### src/rtl/axi_burst_exerciser.sv
// AXI4 master burst exerciser: writes a run of INCR bursts with an address-derived data
// pattern, reads the same region back, and counts data/response errors.
// Optional build macro: EXER_CYCLE_COUNT_EN enables the start-to-done cycle counter.
module axi_burst_exerciser #(
    parameter int unsigned DW        = 512,
    parameter int unsigned AW        = 64,
    parameter int unsigned IW        = 4,
    parameter int unsigned MAX_OUTST = 4
) (
    input  logic            clk,
    input  logic            resetn,
    input  logic            start,
    input  logic [AW-1:0]   base_addr,
    input  logic [7:0]      burst_len,
    input  logic [15:0]     burst_count,
    input  logic            do_write,
    input  logic            do_read,
    output logic            busy,
    output logic            done,
    output logic [15:0]     err_count,
    output logic [31:0]     cycle_count,
    output logic [AW-1:0]   M_AXI_AWADDR,
    output logic [7:0]      M_AXI_AWLEN,
    output logic [2:0]      M_AXI_AWSIZE,
    output logic [1:0]      M_AXI_AWBURST,
    output logic [IW-1:0]   M_AXI_AWID,
    output logic            M_AXI_AWLOCK,
    output logic [3:0]      M_AXI_AWCACHE,
    output logic [3:0]      M_AXI_AWQOS,
    output logic [2:0]      M_AXI_AWPROT,
    output logic            M_AXI_AWVALID,
    input  logic            M_AXI_AWREADY,
    output logic [DW-1:0]   M_AXI_WDATA,
    output logic [DW/8-1:0] M_AXI_WSTRB,
    output logic            M_AXI_WLAST,
    output logic            M_AXI_WVALID,
    input  logic            M_AXI_WREADY,
    input  logic [1:0]      M_AXI_BRESP,
    input  logic            M_AXI_BVALID,
    output logic            M_AXI_BREADY,
    output logic [AW-1:0]   M_AXI_ARADDR,
    output logic [7:0]      M_AXI_ARLEN,
    output logic [2:0]      M_AXI_ARSIZE,
    output logic [1:0]      M_AXI_ARBURST,
    output logic [IW-1:0]   M_AXI_ARID,
    output logic            M_AXI_ARLOCK,
    output logic [3:0]      M_AXI_ARCACHE,
    output logic [3:0]      M_AXI_ARQOS,
    output logic [2:0]      M_AXI_ARPROT,
    output logic            M_AXI_ARVALID,
    input  logic            M_AXI_ARREADY,
    input  logic [DW-1:0]   M_AXI_RDATA,
    input  logic [1:0]      M_AXI_RRESP,
    input  logic            M_AXI_RLAST,
    input  logic            M_AXI_RVALID,
    output logic            M_AXI_RREADY
);

    localparam int unsigned Bytes   = DW / 8;
    localparam int unsigned Size    = $clog2(Bytes);
    localparam logic [AW-1:0] BeatInc = AW'(Bytes);
    localparam logic [3:0]  MaxOut  = 4'(MAX_OUTST);

    typedef enum logic [2:0] {StIdle, StInit, StWrAw, StWrW, StWrB, StRd, StFin} state_e;

    state_e          state_q, state_d;
    logic [7:0]      len_q;
    logic [15:0]     count_q;
    logic            do_write_q, do_read_q;
    logic [AW-1:0]   stride_q;
    logic [AW-1:0]   wr_addr_q;   // address of the current W beat (= next AWADDR between bursts)
    logic [7:0]      w_beat_q;
    logic [15:0]     w_burst_q;
    logic [15:0]     b_cnt_q;
    logic [AW-1:0]   ar_addr_q;
    logic [15:0]     ar_idx_q;
    logic [3:0]      outst_q;
    logic [AW-1:0]   r_addr_q;    // expected address of the next R beat
    logic [7:0]      r_beat_q;
    logic [15:0]     r_done_q;
    logic [15:0]     err_q;

    logic aw_hs, w_hs, b_hs, ar_hs, r_hs, r_last_hs;
    logic w_last_beat, r_bad, err_inc, start_ok;

    function automatic logic [DW-1:0] pattern(input logic [AW-1:0] a);
        return {(DW/64){64'(a)}};
    endfunction

    assign start_ok    = (state_q == StIdle) && start;
    assign aw_hs       = M_AXI_AWVALID && M_AXI_AWREADY;
    assign w_hs        = M_AXI_WVALID && M_AXI_WREADY;
    assign b_hs        = M_AXI_BVALID && M_AXI_BREADY;
    assign ar_hs       = M_AXI_ARVALID && M_AXI_ARREADY;
    assign r_hs        = M_AXI_RVALID && M_AXI_RREADY;
    assign r_last_hs   = r_hs && M_AXI_RLAST;
    assign w_last_beat = (w_beat_q == len_q);

    // A beat counts at most one error however many of its checks fail.
    assign r_bad   = (M_AXI_RDATA != pattern(r_addr_q)) || (M_AXI_RRESP != 2'b00) ||
                     (M_AXI_RLAST != (r_beat_q == len_q));
    assign err_inc = (b_hs && (M_AXI_BRESP != 2'b00)) || (r_hs && r_bad);

    // Constant attributes and datapath-derived outputs.
    assign M_AXI_AWADDR  = wr_addr_q;
    assign M_AXI_AWLEN   = len_q;
    assign M_AXI_AWSIZE  = 3'(Size);
    assign M_AXI_AWBURST = 2'b01;
    assign M_AXI_AWID    = '0;
    assign M_AXI_AWLOCK  = 1'b0;
    assign M_AXI_AWCACHE = 4'd0;
    assign M_AXI_AWQOS   = 4'd0;
    assign M_AXI_AWPROT  = 3'd0;
    assign M_AXI_WDATA   = pattern(wr_addr_q);
    assign M_AXI_WSTRB   = '1;
    assign M_AXI_WLAST   = w_last_beat;
    assign M_AXI_ARADDR  = ar_addr_q;
    assign M_AXI_ARLEN   = len_q;
    assign M_AXI_ARSIZE  = 3'(Size);
    assign M_AXI_ARBURST = 2'b01;
    assign M_AXI_ARID    = '0;
    assign M_AXI_ARLOCK  = 1'b0;
    assign M_AXI_ARCACHE = 4'd0;
    assign M_AXI_ARQOS   = 4'd0;
    assign M_AXI_ARPROT  = 3'd0;
    assign err_count     = err_q;

    // State register.
    always_ff @(posedge clk) begin
        if (!resetn) state_q <= StIdle;
        else         state_q <= state_d;
    end

    // Next-state logic.
    always_comb begin
        state_d = state_q;
        unique case (state_q)
            StIdle: if (start) state_d = StInit;
            StInit: begin
                if (do_write_q && count_q != 16'd0)     state_d = StWrAw;
                else if (do_read_q && count_q != 16'd0) state_d = StRd;
                else                                    state_d = StFin;
            end
            StWrAw: if (M_AXI_AWREADY) state_d = StWrW;
            StWrW: begin
                if (M_AXI_WREADY && w_last_beat) begin
                    state_d = (w_burst_q == count_q - 16'd1) ? StWrB : StWrAw;
                end
            end
            StWrB: if (b_cnt_q == count_q) state_d = do_read_q ? StRd : StFin;
            StRd:  if (r_done_q == count_q && outst_q == 4'd0) state_d = StFin;
            StFin: state_d = StIdle;
            default: state_d = StIdle;
        endcase
    end

    // Output decode from state.
    always_comb begin
        busy          = 1'b0;
        done          = 1'b0;
        M_AXI_AWVALID = 1'b0;
        M_AXI_WVALID  = 1'b0;
        M_AXI_BREADY  = 1'b0;
        M_AXI_ARVALID = 1'b0;
        M_AXI_RREADY  = 1'b0;
        unique case (state_q)
            StIdle: ;
            StInit: busy = 1'b1;
            StWrAw: begin
                busy          = 1'b1;
                M_AXI_AWVALID = 1'b1;
                M_AXI_BREADY  = 1'b1;
            end
            StWrW: begin
                busy         = 1'b1;
                M_AXI_WVALID = 1'b1;
                M_AXI_BREADY = 1'b1;
            end
            StWrB: begin
                busy         = 1'b1;
                M_AXI_BREADY = 1'b1;
            end
            StRd: begin
                busy          = 1'b1;
                M_AXI_RREADY  = 1'b1;
                M_AXI_ARVALID = (ar_idx_q != count_q) && (outst_q < MaxOut);
            end
            StFin: done = 1'b1;
            default: ;
        endcase
    end

    // Run configuration, burst/beat trackers and error counter.
    always_ff @(posedge clk) begin
        if (!resetn) begin
            len_q      <= 8'd0;
            count_q    <= 16'd0;
            do_write_q <= 1'b0;
            do_read_q  <= 1'b0;
            stride_q   <= '0;
            wr_addr_q  <= '0;
            w_beat_q   <= 8'd0;
            w_burst_q  <= 16'd0;
            b_cnt_q    <= 16'd0;
            ar_addr_q  <= '0;
            ar_idx_q   <= 16'd0;
            outst_q    <= 4'd0;
            r_addr_q   <= '0;
            r_beat_q   <= 8'd0;
            r_done_q   <= 16'd0;
            err_q      <= 16'd0;
        end else if (start_ok) begin
            len_q      <= burst_len;
            count_q    <= burst_count;
            do_write_q <= do_write;
            do_read_q  <= do_read;
            stride_q   <= (AW'(burst_len) + AW'(1)) << Size;
            wr_addr_q  <= base_addr;
            w_beat_q   <= 8'd0;
            w_burst_q  <= 16'd0;
            b_cnt_q    <= 16'd0;
            ar_addr_q  <= base_addr;
            ar_idx_q   <= 16'd0;
            outst_q    <= 4'd0;
            r_addr_q   <= base_addr;
            r_beat_q   <= 8'd0;
            r_done_q   <= 16'd0;
            err_q      <= 16'd0;
        end else begin
            // Bursts are contiguous, so the beat address simply keeps incrementing.
            if (w_hs) begin
                wr_addr_q <= wr_addr_q + BeatInc;
                if (w_last_beat) begin
                    w_beat_q  <= 8'd0;
                    w_burst_q <= w_burst_q + 16'd1;
                end else begin
                    w_beat_q <= w_beat_q + 8'd1;
                end
            end
            if (b_hs) b_cnt_q <= b_cnt_q + 16'd1;
            if (ar_hs) begin
                ar_idx_q  <= ar_idx_q + 16'd1;
                ar_addr_q <= ar_addr_q + stride_q;
            end
            if (ar_hs && !(r_last_hs && outst_q != 4'd0)) begin
                outst_q <= outst_q + 4'd1;
            end else if (!ar_hs && r_last_hs && outst_q != 4'd0) begin
                outst_q <= outst_q - 4'd1;
            end
            if (r_hs) begin
                r_addr_q <= r_addr_q + BeatInc;
                if (r_beat_q == len_q) begin
                    r_beat_q <= 8'd0;
                    r_done_q <= r_done_q + 16'd1;
                end else begin
                    r_beat_q <= r_beat_q + 8'd1;
                end
            end
            if (err_inc && err_q != 16'hFFFF) err_q <= err_q + 16'd1;
        end
    end

`ifdef EXER_CYCLE_COUNT_EN
    logic [31:0] cyc_q;

    // Cycles spent busy since the last start; holds after done.
    always_ff @(posedge clk) begin
        if (!resetn)       cyc_q <= 32'd0;
        else if (start_ok) cyc_q <= 32'd0;
        else if (busy)     cyc_q <= cyc_q + 32'd1;
    end

    assign cycle_count = cyc_q;
`else
    assign cycle_count = 32'd0;
`endif

endmodule
### config.mk
export PLATFORM = sky130hd
export DESIGN_NAME = axi_burst_exerciser
export DESIGN_NICKNAME = d
export VERILOG_FILES = /design/src/rtl/axi_burst_exerciser.sv
export SDC_FILE = /design/constraint.sdc
export NUM_CORES = 1
export LEC_CHECK = 0
export CELL_PAD_IN_SITES_DETAIL_PLACEMENT = 1
export CELL_PAD_IN_SITES_GLOBAL_PLACEMENT = 1
export CORE_AREA = 3 3 562 564
export CTS_CLUSTER_SIZE = 8
export DETAILED_ROUTE_END_ITERATION = 6
export DIE_AREA = 0 0 565 567
export PLACE_DENSITY = 0.42
export SETUP_SLACK_MARGIN = 0.2
export SLEW_MARGIN = 20
export SYNTH_ARGS = -nofsm -noshare
export SYNTH_HDL_FRONTEND = slang
export SYNTH_SLANG_ARGS = --single-unit
### constraint.sdc
create_clock -name clk -period 4.75 [get_ports clk]
set_clock_uncertainty 0.15 [all_clocks]
set_input_delay 0.7125 -clock clk [delete_from_list [all_inputs] [get_ports clk]]
set_output_delay 0.7125 -clock clk [all_outputs]
set_load 0.01 [all_outputs]
# Yosys cells after proc, flatten, opt, wreduce, memory -nomap -nowiden
# Index checks and enable logic that the tools add are counted.
# op_classes
n_addsub	14
magnitude_cmp	1
eq_ne	20
muxes	27
bitwise	1
reduce_logical	39
# ops
operator	count
$ne 512x512->1	1
$mux 64	6
$add 64x7->64 const B	2
$add 16x1->16 const B	5
$add 64x64->64	1
$eq 16x16->1	3
$mux 3	7
$logic_and 1x1->1	18
$pmux 3 s6	1
$add 8x1->8 const B	2
$eq 8x8->1	2
$mux 8	2
$ne 16x16->1	1
$ne 16x16->1 const B	1
$reduce_bool 16->1	1
$sub 16x1->16 const B	1
$reduce_bool 2->1	6
$ne 2x2->1 const B	5
$add 8x1->9 const B	1
$eq 3x3->1 const B	3
$mux 4	2
$mux 1	7
$eq 3x2->1 const B	2
$reduce_and 5->1	1
16 further kinds	21
# totals
regBits	379
inputBits	615
output_inout_bits	818
wordCells	119

# Logic depth before layout (Yosys ltp)
# Gate-level depths: netlist (run 1).
# logic_depth
word_depth	9
mapped_depth	13
depth_no_buf	12

# Worst setup path after synthesis (run 1)
# No wires, ideal clock.
# synth_timing
path_type	register -> register
from	reg ar_addr_q[6] (netlist: M_AXI_ARADDR[6])
to	reg ar_addr_q[62] (netlist: M_AXI_ARADDR[62])
setup_ps	132
arrival_time_ps	2690
slack_ps	1778
path_stages_with_launch	14
path_buffers	1
cell_sequence	dfxtp_1 -> ha_1 -> inv_1 -> fa_1 -> nor2b_1 -> o21ai_0 -> a21boi_0 -> o21ai_0 -> a21boi_0 -> o211ai_1 -> buf_2 -> nor4_1 -> xnor2_1 -> a21oi_1
# synth_between
elab_chain_cells	3
# synth_rtl
item	line_no	text
start, declared	75	logic [AW-1:0] ar_addr_q;
start signal, assigned	222	ar_addr_q <= base_addr;
start signal, assigned	243	ar_addr_q <= ar_addr_q + stride_q;
$add 64x64->64	243	
$mux 64	241	if (ar_hs) begin
$mux 64	212	end else if (start_ok) begin
# Every way passes these cells. The select of a mux whose other input is x is not followed.
# A chain may end at the register's enable or synchronous reset.

# Worst setup path in the final report (run 1)
# layout_timing
from	reg r_addr_q[62]
to	reg err_q[2] (netlist: err_count[2])
# layout_between
elab_chain_cells	6
# layout_rtl
item	line_no	text
start, declared	78	logic [AW-1:0] r_addr_q;
start signal, assigned	225	r_addr_q <= base_addr;
start signal, assigned	251	r_addr_q <= r_addr_q + BeatInc;
$ne 512x512->1	100	assign r_bad = (M_AXI_RDATA != pattern(r_addr_q)) || (M_AXI_RRESP != 2'b00) ||
$logic_or 1x1->1 (2 in series)	100	
$logic_and 1x1->1	102	assign err_inc = (b_hs && (M_AXI_BRESP != 2'b00)) || (r_hs && r_bad);
$logic_or 1x1->1	102	
$logic_and 1x1->1	259	if (err_inc && err_q != 16'hFFFF) err_q <= err_q + 16'd1;
end signal, assigned	259	
end, declared	81	logic [15:0] err_q;
# Every way passes these cells.

==> impl_results.md, run 1 <==
- Hold_buf cts: 0
- # DRC: 0
- Antenna violations before repair: ~230
- Vias per cell: 3.58
- DR pass1 iterations: 5
- Buf+Inv Stages, Crit Path: 4
- Crit path kind: reg -> reg
- Mean Syn Cell Area: about 7.6 um^2
- Total global-route track usage: 0.174
- Routed Antenna Nets: 0
- Largest net degree at the start of global routing: about 80
- Boundary pin count: between 1000 and 1500
- Total Wirelength: between 200 and 300 mm
- Total CTS buffers: 48
- Via count: 30900
- Relative slew slack: 0.230
- Initial Util: 0.0861
- RSZ-0062 raised after global routing: no
- Post-synth EDFFs: 0
- Max stage delay on crit path: 1.00 ns
- Status: completed
- FILL cells: between 30000 and 40000
- Setup Fix Bufs, Post-CTS: 0
- CTS sink cnt: ~320
- Post-Syn Instances: roughly 3500
- Startpoint types: flop
- Fin util: 0.140
- Post-route clock period utilization: 0.987
- Post-CTS resize count: 1
- Max VDD drop: 0.245 mV
- Peak Freq: 213 MHz
- Most used DFF post-synth: dfxtp_1
- CP most frequent cell: buf_4
- Port bufs: 1294
- Die area: 0.320 mm^2
- Critical path's top delay family: compound AO/OA/AOI/OAI gates
- YS warnings: 0
- PD cells: ~460 mW/mm^2
- DP HPWL: 258 mm
- Synthesis-to-layout area growth: 62.2%
- # H-tree levels: 2
- CP required: between 5 and 6 ns
- Async set or reset register ratio after synthesis: 0
- Per-cell routed wire length: about 34 um
- Final min period: between 4 and 5 ns
- Crit-path cells: buf_4, xor2_1, a2111oi_0, buf_4, nand4_1, nor4_1, nand4_1, buf_4, o31a_1, buf_12, a31o_2, nand2_1
- Post-synthesis sequential area ratio: 0.238
- First-pass GRT wire length: ~360 mm
- Later-pin clock latency in the skew report: 0.68 ns
- Total Power: around 20 mW
- P_leak: about 15 nW
- Worst-margin pin slew: 1.15 ns
- Critical Path Fanout Max: 8
- Final Slew Violations: 0
- Hold Fails Final Rpt: 0
- Ratio of cells with drive above 1 in the final layout: 0.0892
- Final setup fails: 0
- Arrival @ worst endpoint: slightly above 5 ns
- DIE HEIGHT: between 500 and 600 um
- Vias in the first global route: 31100
- Initial drt markers: 2438
- Max Cap Viol: 0
- Worst hold path class: in -> reg
- Clock transition at the registers of the reported paths: roughly 0.060 ns
- CTS Root Cell: clkbuf_16
- Core Area: 0.311 mm^2
- Grt ovf: 0
- RD Place Congestion: between 0.9 and 1
- Crit-path slowest cell: dfxtp_1
- CTS tree: done
- CP endpoint kind: flop
- Clock tree buffer depth: 3
- Final net count: around 5100
- Die W: 565 um
- Cell Area, Synth: ~0.027 mm^2
- Flops & latches, synth: roughly 320
- Distinct cells, synth: between 80 and 90
- # rows: about 200
synthesized netlist by cell type, types with 90 or more instances:
cell type | count | share of area
a21oi_1 | 273 | 0.051
buf_4 | 682 | 0.19
clkbuf_1 | 90 | 0.013
dfxtp_1 | 318 | 0.24
inv_1 | 96 | 0.013
nand2_1 | 233 | 0.033
nand3_1 | 107 | 0.020
nor2_1 | 228 | 0.032
nor3_1 | 97 | 0.018
o21ai_0 | 91 | 0.017
xnor2_1 | 257 | 0.084
xor2_1 | 236 | 0.077
power breakdown:
group	internal (mW)	total [mW]	switching [mW]
clock network	2.01	3.49	1.49
logic	5.08	11.8	6.75
registers	3.21	4.62	1.41
total	10.3	19.9	9.64
path summary, 6_finish.rpt:
path / startpoint / to / slack (ns) / depth (start not counted)
min: resetn / state_q[2] / 0.28 / 2
min reg2reg: r_addr_q[2] / r_addr_q[2] / 0.31 / 2
max reg2reg: r_addr_q[62] / err_count[2] / 0.06 / 12
max: r_addr_q[62] / err_count[2] / 0.06 / 12
worst register-to-register path, cell delays in order, from the launching register on:
cell       delay, ns
dfxtp_1         1.00
buf_4           0.28
xor2_1          0.10
a2111oi_0       0.61
buf_4           0.27
nand4_1         0.21
nor4_1          0.47
nand4_1         0.38
buf_4           0.29
o31a_1          0.40
buf_12          0.20
a31o_2          0.23
nand2_1         0.05
cell type report:
| type | instances | area [um^2] | share of cell area |
|---|---|---|---|
| timing repair buffer | 1567 | 15100 | 0.348 |
| multi-input combinational | 2377 | 14800 | 0.341 |
| sequential | 318 | 6370 | 0.147 |
| tap | 4140 | 5180 | 0.119 |
| clock buffer | 61 | 1300 | 0.0299 |
| inverter | 109 | 409 | 0.00941 |
| antenna | 62 | 155 | 0.00357 |
| clock inverter | 5 | 105 | 0.00242 |
flip-flops by register name, indices dropped and copies added, names as in the netlist:
signal        count
stride_q          9
M_AXI_ARLEN       8
err_count        16
outst_q           4
ar_idx_q         16
r_addr_q         63
b_cnt_q          16
r_done_q         16
M_AXI_AWADDR     59
w_burst_q        16
do_write_q        1
r_beat_q          8
M_AXI_ARADDR     58
do_read_q         1
count_q          16
w_beat_q          8
state_q           3
metrics by stage:
step                      hold slack [ns]  TNS (ns)  cell area [um^2]  setup slack, ns  instances
after floorplan                     0.286         0             27300             1.78       3641
after global placement              0.301    -10.28             41900           -0.697       8510
after detailed placement            0.301     -2.36             41900           -0.209       8511
after CTS                           0.195         0             43300            0.219       8577
after global routing                0.240         0             43400            0.218       8605
final                               0.276         0             43500           0.0610       8639
cells by family (layout without fill, tap and decap cells):
kind of cell               count (synthesis)  after routing  synth area share
other                                      2            200          0.000280
buffers and inverters                    946           1742             0.232
muxes                                     14             14           0.00523
AOI/OAI and AO/OA                        622            622             0.144
xor gates and xnor gates                 493            493             0.161
and+or+nand+nor                         1086           1086             0.208
adders and majority gates                 24             24            0.0118
DFF                                      318            318             0.238
cell usage in the layout (no fill, tap or decap), types with 25 or more instances in the layout:
cell	instances
nor2_1	225
or3_1	36
buf_4	264
o22ai_1	58
and3_1	81
nor3_1	95
nand2b_1	42
o21ai_0	75
xor2_1	236
a21oi_1	273
clkbuf_16	49
inv_1	96
xnor2_1	256
clkdlybuf4s50_1	1293
dfxtp_1	312
o2bb2ai_1	32
conb_1	138
nand2_1	231
nand4_1	88
diode_2	62
nand3_1	107
a22o_1	25
nor4_1	77
routing by layer:
layer  GRT usage  part of all wire  vias up
met5           0            0.0027        -
met4      0.0511             0.035      122
met3      0.0664             0.097      490
met2       0.295              0.47     1780
met1       0.201              0.39    15300
li1            -                 -    13200
Note: power is estimated with default switching activity, not from simulation.
==> run 2, diff against run 1 <==
--- a/config.mk
+++ b/config.mk
@@ -8,7 +8,6 @@
 export CELL_PAD_IN_SITES_DETAIL_PLACEMENT = 1
 export CELL_PAD_IN_SITES_GLOBAL_PLACEMENT = 1
 export CORE_AREA = 3 3 562 564
-export CTS_CLUSTER_SIZE = 8
 export DETAILED_ROUTE_END_ITERATION = 6
 export DIE_AREA = 0 0 565 567
 export PLACE_DENSITY = 0.42
==> impl_results.md, run 2 (same netlist as run 1, synthesis figures left out) <==
- Post-route clock period utilization: 0.978 (-0.00956)
- Largest reg by FF count: r_addr_q
- Dpl cells: 8511 (unchanged)
- Hold Fails Final Rpt: 0 (unchanged)
- Antenna violations before repair: 225 (-0.44%)
- R2R cell count: 12 (unchanged)
- Later-pin clock latency in the skew report: 0.67 ns (about the same)
- Max VDD drop: 0.229 mV (-6.7%)
- Arrival @ worst endpoint: 5.00 ns (-0.13 ns)
- Max stage delay on crit path: 1.06 ns (+0.06 ns)
- CP endpoint kind: flop
- RSZ-0062 raised after global routing: no
- Final net count: 5059 (-0.020%)
- Synthesis-to-layout area growth: 62.9%
- Peak Freq: 215 MHz (+0.98%)
- Crit path kind: reg -> reg
- Status: completed
- Die W: 565 um (unchanged)
- Port bufs: 1294 (unchanged)
- Most frequent cells in the layout: clkdlybuf4s50_1 (1293), dfxtp_1 (312), a21oi_1 (273), buf_4 (264), xnor2_1 (256)
- CTS tree: done
- PD cells: 461 mW/mm^2 (+0.58%)
- Critical Path Fanout Max: 22 (+14)
- Fin util: 0.140 (+0.000599)
- Total Wirelength: 292 mm (about the same)
- WHS: 0.296 ns (+0.0193 ns)
- CP most frequent cell: buf_4
- Ratio of cells with drive above 1 in the final layout: 0.0938 (+0.00451)
- Boundary pin count: 1433 (unchanged)
- CTS sink cnt: 318 (unchanged)
- First-pass GRT wire length: 359 mm (+0.13%)
- Startpoint types: flop
- Final min period: 4.64 ns (-0.0454 ns)
- DP HPWL: 258 mm (unchanged)
- Total CTS buffers: 47 (-2.1%)
- Worst reg2reg path startpoint: r_addr_q[62]
- DR pass1 iterations: 5 (unchanged)
- Total global-route track usage: 0.174 (about the same)
- Total Power: 20.1 mW (+1.0%)
- CTS Root Cell: clkbuf_16
- Initial Util: 0.0861 (unchanged)
- Largest register FFs: 63 (unchanged)
- CP required: 5.11 ns (-0.08 ns)
- Worst hold path class: in -> reg
- Max Cap Viol: 0 (unchanged)
- Flop-to-flop setup slack: 0.11 ns (+0.05 ns)
- Commonest non-fill, non-tap cell in the layout: clkdlybuf4s50_1
- Final Slew Violations: 0 (unchanged)
- Vias in the first global route: 31200 (+0.33%)
- Per-cell routed wire length: 33.7 um (-0.33%)
- Hold_sp: resetn
- Critical path's top delay family: flip-flops
- Largest net degree at the start of global routing: 79 (unchanged)
- Via count: 31000 (+0.23%)
- Vias per cell: 3.58 (about the same)
- Buf+Inv Stages, Crit Path: 4 (unchanged)
- Initial drt markers: 2480 (+1.7%)
- Crit-path cells: buf_4, xor2_1, a2111oi_0, buf_4, nand4_1, nor4_1, nand4_1, buf_4, o31ai_4, buf_12, nor3_1, mux2i_1
- Die area: 0.320 mm^2 (unchanged)
- DIE HEIGHT: 567 um (unchanged)
- Setup Fix Bufs, Post-CTS: 0 (unchanged)
- Hold worst-path end: state_q[2]
- Worst-margin pin slew: 1.13 ns (-0.0230 ns)
- Routed Antenna Nets: 0 (unchanged)
- Crit-path slowest cell: dfxtp_1
- # rows: 205 (unchanged)
- Clock tree buffer depth: 3 (unchanged)
- RD Place Congestion: 0.988 (unchanged)
- Core Area: 0.311 mm^2 (unchanged)
- WHS Path Cells: 2 (unchanged)
- Relative slew slack: 0.245 (+0.0153)
- # DRC: 0 (unchanged)
- Grt ovf: 0 (unchanged)
- P_leak: 14.8 nW (+0.60%)
- # H-tree levels: 2 (unchanged)
- Final setup fails: 0 (unchanged)
- Clock transition at the registers of the reported paths: 0.06 ns (about the same)
- Cell Count, Final, Fillers Out: 8667 (+0.32%)
- Worst R2R End: err_count[13]
-- run 2: what timing repair did --
action / CTS / global route
hold buffers: 0 / 0
resized for setup: 1 / 1
pin swaps: 0 / 0
endpoints found under the hold margin: 0 / 0
endpoints found under the setup margin: 14 / 12
-- run 2: per-layer routing --
layer,GRT usage,up-vias,part of all wire
li1,-,13200,-
met1,0.200,15400,0.39
met2,0.293,1771,0.47
met3,0.0672,500,0.098
met4,0.0552,126,0.036
met5,0,-,0.0028
-- run 2: worst max-delay path by stage --
| stage | cells past startpoint | to | slack (ns) | from |
|---|---|---|---|---|
| floorplan | 13 | M_AXI_ARADDR[62] | 1.78 | M_AXI_ARADDR[6] |
| global placement | 13 | err_count[2] | -0.70 | M_AXI_RDATA[70] |
| detailed placement | 13 | err_count[2] | -0.21 | M_AXI_RDATA[70] |
| CTS | 13 | err_count[2] | 0.22 | r_addr_q[6] |
| global route | 12 | err_count[2] | 0.22 | r_addr_q[62] |
| finish | 12 | err_count[13] | 0.11 | r_addr_q[62] |
-- run 2: layout make-up --
class                           count  area [um^2]
Clock inverter                     21          218
Tap cell                         4140         5180
Antenna cell                       69          173
Timing Repair Buffer             1567        15100
Inverter                          109          409
Multi-Input combinational cell   2377        14800
Clock buffer                       66         1360
Sequential cell                   318         6370
Fill cell                       37000       268000
-- run 2: per-stage QoR --
stage / instance area, um^2 / setup slack (ns) / TNS [ns]
after global placement: 41900 / -0.697 / -10.28
after CTS: 43500 / 0.220 / 0
after detailed placement: 41900 / -0.209 / -2.36
after floorplan: 27300 / 1.78 / 0
final: 43600 / 0.106 / 0
after global routing: 43500 / 0.225 / 0
-- run 2: worst reg2reg max path: stages (launching register included) --
cell and delay [ns]:
dfxtp_1 1.06, buf_4 0.29, xor2_1 0.09, a2111oi_0 0.58, buf_4 0.27, nand4_1 0.21, nor4_1 0.40, nand4_1 0.35
buf_4 0.28, o31ai_4 0.29, buf_12 0.20, nor3_1 0.15, mux2i_1 0.15
-- run 2: power breakdown --
group,internal (mW),switching (mW),leakage (nW)
Combinational,5.08,6.72,11.4
Sequential,3.21,1.40,2.61
Clock,2.16,1.57,0.776
